File: config.mk
export PLATFORM = sky130hd
export DESIGN_NAME = fft_out_unload
export DESIGN_NICKNAME = d
export VERILOG_FILES = /design/src/rtl/fft_out_unload.sv
export SDC_FILE = /design/constraint.sdc
export NUM_CORES = 2
export LEC_CHECK = 0
export ABC_AREA = 1
export CAP_MARGIN = 25
export CORE_AREA = 2 2 420 422
export DETAILED_ROUTE_END_ITERATION = 16
export DIE_AREA = 0 0 422 424
export RECOVER_POWER = 50
export SLEW_MARGIN = 40
export SYNTH_ARGS = -nofsm -noshare
export SYNTH_HDL_FRONTEND = slang
export SYNTH_SLANG_ARGS = --single-unit
File: constraint.sdc
create_clock -name clk_MAC -period 73.4 [get_ports clk_MAC]
set_input_delay 22.02 -clock clk_MAC [delete_from_list [all_inputs] [get_ports clk_MAC]]
set_output_delay 22.02 -clock clk_MAC [all_outputs]
set_load 0.005 [all_outputs]
File: src/rtl/fft_out_unload.sv
// ============================================================================
// Module      : fft_out_unload
// Description : Captures a 32-point FFT final-stage frame and streams it out
//               one bin per clock over a valid/ready handshake.
//               FFT_OUT_BITREV_EN: read bin k from element bitrev5(k).
// Revision    : 1.0 - initial release
// ============================================================================
`default_nettype none

module fft_out_unload (
    input  logic         clk_MAC,
    input  logic         rst,
    input  logic         load,
    input  logic [511:0] din_r,
    input  logic [511:0] din_i,
    output logic         out_valid,
    input  logic         out_ready,
    output logic [15:0]  out_r,
    output logic [15:0]  out_i,
    output logic [4:0]   out_idx,
    output logic         out_last,
    output logic         load_err
);

    typedef enum logic [0:0] {
        IDLE   = 1'b0,
        STREAM = 1'b1
    } state_t;

    localparam logic [4:0] c_LAST_BIN = 5'd31;

    state_t      r_state;
    state_t      w_state_nxt;
    logic [4:0]  r_bin;
    logic [4:0]  w_bin_nxt;
    logic        w_transfer;
    logic        w_capture;
    logic        w_drop;
    logic        w_advance;
    logic [4:0]  w_rd_sel;
    logic [15:0] w_nxt_r;
    logic [15:0] w_nxt_i;
    logic [15:0] r_buf_r [32];
    logic [15:0] r_buf_i [32];

    function automatic logic [4:0] f_map(input logic [4:0] k);
`ifdef FFT_OUT_BITREV_EN
        return {k[0], k[1], k[2], k[3], k[4]};
`else
        return k;
`endif
    endfunction

    always_ff @(posedge clk_MAC or posedge rst) begin
        if (rst) begin
            r_state <= IDLE;
            r_bin   <= 5'd0;
        end else begin
            r_state <= w_state_nxt;
            r_bin   <= w_bin_nxt;
        end
    end

    always_comb begin
        w_state_nxt = r_state;
        w_bin_nxt   = r_bin;
        w_transfer  = (r_state == STREAM) && out_ready;
        // A load is only accepted when idle or on the closing bin-31 transfer.
        w_capture   = load && ((r_state == IDLE) || (w_transfer && (r_bin == c_LAST_BIN)));
        w_drop      = load && (r_state == STREAM) && !w_capture;
        w_advance   = w_transfer && (r_bin != c_LAST_BIN);
        if (w_capture) begin
            w_state_nxt = STREAM;
            w_bin_nxt   = 5'd0;
        end else if (w_transfer) begin
            if (r_bin == c_LAST_BIN) begin
                w_state_nxt = IDLE;
                w_bin_nxt   = 5'd0;
            end else begin
                w_bin_nxt   = r_bin + 5'd1;
            end
        end
        // On capture the buffer is not yet written, so bin 0 comes from the inputs.
        w_rd_sel = f_map(w_bin_nxt);
        if (w_capture) begin
            w_nxt_r = din_r[{w_rd_sel, 4'd0} +: 16];
            w_nxt_i = din_i[{w_rd_sel, 4'd0} +: 16];
        end else begin
            w_nxt_r = r_buf_r[w_rd_sel];
            w_nxt_i = r_buf_i[w_rd_sel];
        end
    end

    always_ff @(posedge clk_MAC) begin
        if (w_capture) begin
            for (int k = 0; k < 32; k++) begin
                r_buf_r[k] <= din_r[16*k +: 16];
                r_buf_i[k] <= din_i[16*k +: 16];
            end
        end
    end

    always_ff @(posedge clk_MAC or posedge rst) begin
        if (rst) begin
            out_valid <= 1'b0;
            out_idx   <= 5'd0;
            out_last  <= 1'b0;
            load_err  <= 1'b0;
            out_r     <= 16'd0;
            out_i     <= 16'd0;
        end else begin
            out_valid <= (w_state_nxt == STREAM);
            out_idx   <= w_bin_nxt;
            out_last  <= (w_state_nxt == STREAM) && (w_bin_nxt == c_LAST_BIN);
            load_err  <= w_drop;
            if (w_capture || w_advance) begin
                out_r <= w_nxt_r;
                out_i <= w_nxt_i;
            end
        end
    end

endmodule

`default_nettype wire
==> reports/metrics.csv <==
metric;value;unit
outcome;finished with violations;
failed_checks;capacitance limit, slew limit;
drv_cap;2;
ant_nets;0;
crit_end;r_buf_r[9][8];
n_fill_cell;17400;
fin_tns_setup;0;ps
r2r-start;out_idx[0];
cts_tree;yes;
finalCriticalPeriod;28270;ps
grt_overflow;0;
place_area;59900;um^2
tightestPinTransition;3460;ps
wirelength;204000;um
synth_top_area_share;65.6;%
synth_most_common_cell;nand3_1;
async_flop_share;3.76;%
pre_cts_slack;45720;ps
ff2ff_path_depth;13;
setup_violations;0;
whs;513;ps
die_h;424;um
die_w;422;um
path_class;in2reg;
insertion_delay;800;ps
grt_pass1_vias;35900;
fmax;0.0354;GHz
first_pass_iters;6;
regArea;31800;um^2
num_vias;37300;
synth_warnings;0;
syn_area_per_cell;10.4;um^2
via_per_inst;4.64;
startpoint_type;input pin;
synthTopCellsByCount;nand3_1 (1097), edfxtp_1 (1024), inv_1 (926);
finalInstanceArea;64300;um^2
grt_max_degree;139;
dpl.hpwl;150000;um
ys_ff_latch;1064;
hp-class;reg2reg;
synth_edf_count;1024;
final-hold-violation-count;0;
synth.area.top_cells;edfxtp_1 (66%), nand3_1 (12%), inv_1 (7.4%), nand2_1 (7.3%), dfrtp_1 (2.1%);
setup_slack;45130;ps
multiInputGateArea;10500;um^2
syn-cell-area;46800;um^2
ff2ff_setup_slack;65840;ps
maxSlewViolCount;92;
crit_path_end_kind;flip-flop;
drt_iter0_drc;4054;
cp.required;73810;ps
wl_per_cell;25.3;um
ys_seq_area_share;67.8;%
clock_skew;36.6;ps
clock_sinks;1064;
clk_pin_slew;60;ps
post-route-drc-count;0;
synth_nets;5526;
antenna_found_initial;218;
htreeDepth;4;
synthToLayoutAreaGrowth;37.2;%
gp_congestion;0.949;
peakVddDrop;0.0183;mV
layout-drive-gt1-share;5.01;%
pin_count;1068;
slew_headroom;-131;%
post-cts-setup-buffer-count;0;
worstReg2RegEnd;r_buf_r[9][8];
critical_path.max_fanout;75;
cts-resized-gates;0;
die-area;179000;um^2
grt_pass1_wl;276000;um
static-leakage-power;26.5;nW
rsz0062_at_grt;false;
start_util;26.8;%
root_buffer;clkbuf_16;
hold_buffers;0;
p_per_area;32.0;nW/um^2
clock_path_buffers;3;
final_core_utilization;36.7;%
period_share;38.5;%
cp.arrival;28680;ps
core;175000;um^2
io_buffers;1067;
yosysUniqueCellTypes;27;
netlist_instances;4496;
startpoint;out_ready;
cts_buffers;130;
rows;154;
layout.nets;6524;
ys.flop_type;edfxtp_1;
grt_use_total;22.0;%
yosysTopAreaCell;edfxtp_1;
cell families after synthesis:
kind of cell / after synthesis / share of synthesized area, %
compound gates: 40 / 0.497
fa+ha+maj: 2 / 0.0534
buf+inv: 1186 / 10.0
simple gates: 2204 / 21.6
flops: 1064 / 67.8
cell usage in the layout, fill, tap and decap left out, drive strengths merged:
cell,n
ha,2
o2111ai,1
clkinv,47
nand2,913
a21oi,3
nand4,1
o211ai,3
buf,56
nand3b,100
nor2,62
clkinvlp,2
or2,29
dfrtp,40
edfxtp,1024
clkdlybuf4s50,41
a22oi,7
inv,937
clkbuf,168
nor3,1
nand3,1098
bufinv,3
diode,110
dlygate4sd3,1026
o21ai,26
critical path: stages:
cell and delay, ps:
dlygate4sd3_1 620, a21oi_1 130, nor2_4 130, clkbuf_1 2010, buf_4 640, buf_12 270, buf_4 580, buf_4 720
buf_6 590, buf_6 640
sequential cells by signal, summed over array words and instances, names as in the netlist:
| signal | flops |
|---|---|
| r_buf_r | 512 |
| r_buf_i | 512 |
| out_i | 16 |
| out_idx | 5 |
| out_valid | 1 |
| out_last | 1 |
| out_r | 16 |
| load_err | 1 |
metrics by stage:
step	std cells	power, mW
2_1_floorplan	4496	1.19
3_3_place_gp	7696	1.46
3_5_place_dp	7698	1.46
4_1_cts	7926	2.09
5_1_grt	8013	2.15
6_report	8040	2.05
final cells by class:
cell class / instances / area share, %
Clock buffer: 166 / 5.47
Clock inverter: 62 / 0.744
Sequential cell: 1064 / 49.4
Multi-Input combinational cell: 2246 / 16.3
Antenna cell: 110 / 0.428
Tap cell: 2340 / 4.56
Timing Repair Buffer: 1125 / 17.6
Inverter: 927 / 5.43
power breakdown:
group / total (mW) / leakage [nW] / switching [mW] / internal [mW]
sequential: 0.759 / 9.99 / 0.0222 / 0.737
clock: 0.620 / 1.96 / 0.269 / 0.351
combinational: 0.674 / 14.6 / 0.482 / 0.191
total: 2.05 / 26.5 / 0.774 / 1.28
routing by layer:
| metal | part of all wire [%] | track usage, % |
|---|---|---|
| met5 | 0.12 | 0 |
| met4 | 5.0 | 10.6 |
| met3 | 7.3 | 4.99 |
| met2 | 48 | 36.3 |
| met1 | 39 | 27.2 |
worst min path at each step:
stage          cells after the start  startpoint  slack [ps]  endpoint
6_report                           2    out_i[3]         510  out_i[3]
5_1_grt                            2    out_i[3]         530  out_i[3]
4_1_cts                            2    out_i[3]         510  out_i[3]
3_5_place_dp                       2    out_i[3]         500  out_i[3]
3_3_place_gp                       2    out_i[3]         500  out_i[3]
2_1_floorplan                      2    out_i[0]         490  out_i[0]
Power figures use the tool's default switching activity.
